==> config.mk <==
export PLATFORM = sky130hd
export DESIGN_NAME = flag_branch_unit_flat
export DESIGN_NICKNAME = d
export VERILOG_FILES = /design/src/rtl/wisc_pkg.sv /design/src/rtl/flag_branch_unit_if.sv /design/src/rtl/flag_branch_unit_br_cond.sv /design/src/rtl/flag_branch_unit.sv /design/src/flat_wrapper.sv
export SDC_FILE = /design/constraint.sdc
export NUM_CORES = 1
export LEC_CHECK = 0
export CORE_AREA = 2 2 39 41
export CTS_BUF_LIST = sky130_fd_sc_hd__clkbuf_4 sky130_fd_sc_hd__clkbuf_8 sky130_fd_sc_hd__clkbuf_16
export CTS_CLUSTER_SIZE = 12
export DETAILED_ROUTE_END_ITERATION = 16
export DIE_AREA = 0 0 41 43
export GPL_TIMING_DRIVEN = 0
export PLACE_DENSITY = 0.58
export SETUP_SLACK_MARGIN = 0.2
export SYNTH_ARGS = -nofsm -noshare
export SYNTH_HDL_FRONTEND = slang
export SYNTH_HIERARCHICAL = 1
export SYNTH_SLANG_ARGS = --single-unit
==> constraint.sdc <==
create_clock -name clk -period 2.3 [get_ports clk]
set_input_delay 0.23 -clock clk [delete_from_list [all_inputs] [get_ports clk]]
set_output_delay 0.23 -clock clk [all_outputs]
set_load 0.02 [all_outputs]
==> src/rtl/wisc_pkg.sv <==
// Shared encodings for the WISC execute stage: opcodes, branch condition codes,
// flag bit positions and the flag-hazard stall FSM states.
package wisc_pkg;

    localparam logic [3:0] OP_ADD    = 4'b0000;
    localparam logic [3:0] OP_SUB    = 4'b0001;
    localparam logic [3:0] OP_XOR    = 4'b0010;
    localparam logic [3:0] OP_RED    = 4'b0011;
    localparam logic [3:0] OP_SLL    = 4'b0100;
    localparam logic [3:0] OP_SRA    = 4'b0101;
    localparam logic [3:0] OP_ROR    = 4'b0110;
    localparam logic [3:0] OP_PADDSB = 4'b0111;
    localparam logic [3:0] OP_LW     = 4'b1000;
    localparam logic [3:0] OP_SW     = 4'b1001;
    localparam logic [3:0] OP_LLB    = 4'b1010;
    localparam logic [3:0] OP_LHB    = 4'b1011;
    localparam logic [3:0] OP_B      = 4'b1100;
    localparam logic [3:0] OP_BR     = 4'b1101;
    localparam logic [3:0] OP_PCS    = 4'b1110;
    localparam logic [3:0] OP_HLT    = 4'b1111;

    localparam logic [2:0] CC_NE     = 3'b000;
    localparam logic [2:0] CC_EQ     = 3'b001;
    localparam logic [2:0] CC_GT     = 3'b010;
    localparam logic [2:0] CC_LT     = 3'b011;
    localparam logic [2:0] CC_GE     = 3'b100;
    localparam logic [2:0] CC_LE     = 3'b101;
    localparam logic [2:0] CC_OVFL   = 3'b110;
    localparam logic [2:0] CC_UNCOND = 3'b111;

    localparam int unsigned FLG_Z = 2;
    localparam int unsigned FLG_V = 1;
    localparam int unsigned FLG_N = 0;

    typedef enum logic {
        ST_IDLE = 1'b0,
        ST_HOLD = 1'b1
    } stall_state_t;

endpackage

==> src/rtl/flag_branch_unit_if.sv <==
// Execute/decode bundle between the pipeline (master) and the flag/branch unit (slave).
interface flag_branch_unit_if;
    import wisc_pkg::*;

    logic       ex_valid;
    logic [3:0] ex_opcode;
    logic       alu_N;
    logic       alu_Z;
    logic       alu_V;
    logic       frz;
    logic       br_valid;
    logic [2:0] br_ccc;
    logic [2:0] flags;
    logic       br_taken;
    logic       br_stall;

    modport master (
        output ex_valid, ex_opcode, alu_N, alu_Z, alu_V, frz, br_valid, br_ccc,
        input  flags, br_taken, br_stall
    );

    modport slave (
        input  ex_valid, ex_opcode, alu_N, alu_Z, alu_V, frz, br_valid, br_ccc,
        output flags, br_taken, br_stall
    );

endinterface

==> src/rtl/flag_branch_unit_br_cond.sv <==
// Branch condition evaluator: compares a 3-bit condition code against a {Z,V,N} flag set.
module br_cond
    import wisc_pkg::*;
(
    input  logic [2:0] ccc,
    input  logic [2:0] zvn,
    output logic       taken
);

    logic z;
    logic v;
    logic n;

    always_comb begin
        z     = zvn[FLG_Z];
        v     = zvn[FLG_V];
        n     = zvn[FLG_N];
        taken = 1'b0;
        case (ccc)
            CC_NE:     taken = ~z;
            CC_EQ:     taken = z;
            CC_GT:     taken = ~z & ~n;
            CC_LT:     taken = n;
            CC_GE:     taken = z | (~z & ~n);
            CC_LE:     taken = n | z;
            CC_OVFL:   taken = v;
            CC_UNCOND: taken = 1'b1;
            default:   taken = 1'b0;
        endcase
    end

endmodule

==> src/rtl/flag_branch_unit.sv <==
// Execute-stage flag register and branch resolver with flag-hazard handling.
// Define FLAG_BYPASS_EN to forward next-flags to the branch evaluator instead of stalling.
module flag_branch_unit
    import wisc_pkg::*;
(
    input logic              clk,
    input logic              rst,
    flag_branch_unit_if.slave bus
);

    logic [2:0] flags_q;
    logic [2:0] nf;
    logic [2:0] eval_flags;
    logic       writes_nzv;
    logic       writes_z;
    logic       sets_flags;
    logic       hold;
    logic       taken;

    always_comb begin
        writes_nzv = (bus.ex_opcode == OP_ADD) || (bus.ex_opcode == OP_SUB);
        writes_z   = writes_nzv
                     || (bus.ex_opcode == OP_XOR) || (bus.ex_opcode == OP_SLL)
                     || (bus.ex_opcode == OP_SRA) || (bus.ex_opcode == OP_ROR);
        sets_flags = bus.ex_valid & writes_z;

        nf = flags_q;
        if (writes_z) begin
            nf[FLG_Z] = bus.alu_Z;
        end
        if (writes_nzv) begin
            nf[FLG_V] = bus.alu_V;
            nf[FLG_N] = bus.alu_N;
        end
    end

`ifdef FLAG_BYPASS_EN
    // No stall path: a branch paired with a setter sees the forwarded result.
    assign hold         = 1'b0;
    assign bus.br_stall = 1'b0;
    assign eval_flags   = (sets_flags & bus.br_valid) ? nf : flags_q;
`else
    stall_state_t state;
    logic         stall_req;

    assign stall_req    = bus.br_valid & sets_flags & ~bus.frz;
    assign hold         = (state == ST_HOLD);
    assign bus.br_stall = (state == ST_IDLE) & stall_req;
    assign eval_flags   = flags_q;

    always_ff @(posedge clk) begin
        if (rst) begin
            state <= ST_IDLE;
        end else if (!bus.frz) begin
            case (state)
                ST_IDLE: if (stall_req) state <= ST_HOLD;
                ST_HOLD: state <= ST_IDLE;
                default: state <= ST_IDLE;
            endcase
        end
    end
`endif

    // The HOLD cycle carries the stall bubble in EX, so it never writes flags.
    always_ff @(posedge clk) begin
        if (rst) begin
            flags_q <= '0;
        end else if (!bus.frz && sets_flags && !hold) begin
            flags_q <= nf;
        end
    end

    br_cond u_br_cond (
        .ccc   (bus.br_ccc),
        .zvn   (eval_flags),
        .taken (taken)
    );

    assign bus.flags    = flags_q;
    assign bus.br_taken = taken;

endmodule

==> src/flat_wrapper.sv <==
// flat-port wrapper written by rule: the top's interface ports become plain ports
module flag_branch_unit_flat import wisc_pkg::*;
  (clk, rst, bus_ex_valid, bus_ex_opcode, bus_alu_N, bus_alu_Z, bus_alu_V, bus_frz, bus_br_valid, bus_br_ccc, bus_flags, bus_br_taken, bus_br_stall);
  flag_branch_unit_if bus_i ();
  input logic clk;
  input logic rst;
  input wire logic [$bits(bus_i.ex_valid)-1:0] bus_ex_valid;
  input wire logic [$bits(bus_i.ex_opcode)-1:0] bus_ex_opcode;
  input wire logic [$bits(bus_i.alu_N)-1:0] bus_alu_N;
  input wire logic [$bits(bus_i.alu_Z)-1:0] bus_alu_Z;
  input wire logic [$bits(bus_i.alu_V)-1:0] bus_alu_V;
  input wire logic [$bits(bus_i.frz)-1:0] bus_frz;
  input wire logic [$bits(bus_i.br_valid)-1:0] bus_br_valid;
  input wire logic [$bits(bus_i.br_ccc)-1:0] bus_br_ccc;
  output wire logic [$bits(bus_i.flags)-1:0] bus_flags;
  output wire logic [$bits(bus_i.br_taken)-1:0] bus_br_taken;
  output wire logic [$bits(bus_i.br_stall)-1:0] bus_br_stall;
  assign bus_i.ex_valid = bus_ex_valid;
  assign bus_i.ex_opcode = bus_ex_opcode;
  assign bus_i.alu_N = bus_alu_N;
  assign bus_i.alu_Z = bus_alu_Z;
  assign bus_i.alu_V = bus_alu_V;
  assign bus_i.frz = bus_frz;
  assign bus_i.br_valid = bus_br_valid;
  assign bus_i.br_ccc = bus_br_ccc;
  assign bus_flags = bus_i.flags;
  assign bus_br_taken = bus_i.br_taken;
  assign bus_br_stall = bus_i.br_stall;
  flag_branch_unit u_core (.clk(clk), .rst(rst), .bus(bus_i));
endmodule
==> impl_metrics.ini <==
[run_status]
status = complete, no violations

[route]
dr_total_vias = 298
drt-pass1-iter-count = 2
wirelength_um = 662
wl_per_cell_um = 9.594
drtAntennaViolNets = 0
drt_iter0_markers = 1
post-route-drc-count = 0
viasPerCell = 4.319

[grt]
grt_antenna_before_repair = 0
grt_pass1_vias = 294
grt.total_usage_pct = 9.036
overflow = 0
grt_max_degree = 9
grt_pass1_wl_mm = 1.097

[floorplanning]
core_area_um2 = 1384
initial_core_util_pct = 20.80
dieArea_um2 = 1763
rows = 14
ios = 20
fp.dieW_um = 41
die_y_um = 43

[power_and_ir_drop]
p_leak_nw = 0.1966
p_per_area_nw_per_um2 = 408.7
peakVddDrop_mv = 0.2113

[critical_path]
r2r_setup_slack_ns = 0.99
r2r-start = u_core/hold
cp-startpoint = bus_frz
cp-end-kind = output port
arrival_ns = 1.70
rr_worst_depth = 3
cp_max_fo = 3
r2r-end = u_core/bus.flags[0]
critPathRequiredTime_ns = 2.07
crit_type = input port to output port
worstSetupStartpointType = input port

[timing]
hold_violations = 0
fmax_mhz = 516.8
rsz0062_at_grt = false
period_needed_ns = 1.935
finalMaxSlewViolations = 0
tightest_slew_ns = 0.2191
fin_ws_ns = 0.3652
setup_viol = 0
max_slew_margin_pct = 85.35
timing.hold.ws_ns = 0.4696
worst_clock_skew_ns = 0.003664
fin_crit_sh_pct = 84.12

[clock_tree]
path_clk_slew_ns = 0.03
clock_latency_ns = 0.23
cts.sinks = 4
htree_levels = 1
tritoncts = done
cts_buffers = 3
cts-root-buf = clkbuf_4
postCtsSetupRepairBufs = 0
clockBufferDepth = 2

[synthesis]
synth_seq_area_share_pct = 27.83
netlist-cell-type-count = 17
ys.warnings.count = 6
synthTopCellsByCount = nand2b_1 (7), mux2i_1 (5), dfxtp_1 (4), nand2_1 (2)
syn-num-nets = 46
ys_top_cells_by_area = dfxtp_1 (28%), mux2i_1 (17%), nand2b_1 (15%)
synth_async_sr_flop_share_pct = 0
postSynthAreaPerCell_um2 = 9.283
synth.largest_area_cell = dfxtp_1
synth-main-ff-cell = dfxtp_1
synth_seq_cells = 4
syn_inst = 31
syn_area_um2 = 287.8
yosysMostFrequentCell = nand2b_1
synth.top_cell.area_share_pct = 27.83
synth_edf_count = 0

[final_layout]
layout.nets = 70
area_delta_synth_final_pct = 80.00
diodes = 0
drive_gt1_share_pct = 15.09

[placed_design]
gp_congestion = 0.6196
io_buffers = 19
dp_slack_ns = -0.07704

[worst_hold_path]
min_path_cells = 2
worstHoldStart = u_core/hold
holdPathEnd = u_core/hold
hold_path_class = flop to flop

[flow_run]
maxCapViolations = 0
-- metal layers --
metal | global-route usage (%) | share of wire [%] | wire (um) | vias up
li1 | - | - | - | 155
met1 | 10.93 | 46 | 303 | 137
met2 | 12.81 | 50 | 329 | 6
met3 | 3.141 | 4.4 | 29 | 0
met4 | 6.000 | 0 | 0 | 0
met5 | 0 | 0 | 0 | -
-- report_power, final --
part	switching, W	internal (W)
registers	0.00000131	0.0000711
logic	0.0000193	0.0000357
clock network	0.0000261	0.0000582
total	0.0000467	0.000165
-- logic make-up after synthesis --
group                  synth area share [%]
AOI/OAI and AO/OA                     15.22
buffers and inverters                 1.303
DFF                                   27.83
muxes                                 17.39
and+or+nand+nor                       38.27
-- registers in the layout, indices dropped and copies added, names as in the netlist --
| name | count |
|---|---|
| u_core/bus.flags | 3 |
| u_core/hold | 1 |
-- critical path, cell delays in order --
cell and delay, ns:
clkdlybuf4s50_1 0.41, or4b_4 0.54, a21oi_2 0.20, and2_1 0.15, clkbuf_2 0.16
-- final cells by class --
| type | instances | area, um^2 |
|---|---|---|
| fillers | 154 | 865.8 |
| multi-input cells | 26 | 203.9 |
| repair buffers | 19 | 187.7 |
| flip-flops and latches | 4 | 80.08 |
| clock buffers | 3 | 22.52 |
| well taps | 16 | 20.02 |
| inverters | 1 | 3.754 |
-- worst max-delay path by stage --
stage | slack (ns) | end
6_report | 0.37 | bus_br_stall
3_3_place_gp | -0.09 | bus_br_stall
5_1_grt | 0.30 | bus_br_stall
4_1_cts | 0.22 | bus_br_stall
2_1_floorplan | 0.82 | bus_br_stall
3_5_place_dp | -0.08 | bus_br_stall
-- timing repair --
action | 4_1_cts | 5_1_grt
endpoints found under the hold margin | 0 | 0
resized for setup | 2 | 2
cloned | 0 | 0
setup endpoints to repair | 1 | 2
hold buffers | 0 | 0
-- cell usage in the layout, fill, tap and decap left out, drive strengths merged --
cell,instances
clkbuf,4
nand2b,7
o31a,1
nor2b,2
o2bb2ai,1
o21a,1
a21oi,2
mux2i,5
o21ai,1
nor3,1
or4b,1
and2,1
dfxtp,4
nand2,2
inv,1
nand3b,1
clkdlybuf4s50,17
dlymetal6s2s,1
-- metrics by stage --
step	util [%]	instance area [um^2]	instances	setup TNS (ns)	total power, W
after floorplan	-	287.8	31	0	0.00009321
after global placement	35.99	498.0	66	-0.08770	0.0001293
after detailed placement	35.99	498.0	66	-0.07704	0.0001297
after CTS	37.61	520.5	69	0	0.0002175
after global routing	37.43	518.0	69	0	0.0002263
final	37.43	518.0	69	0	0.0002117
(Power assumes the default switching activity.)
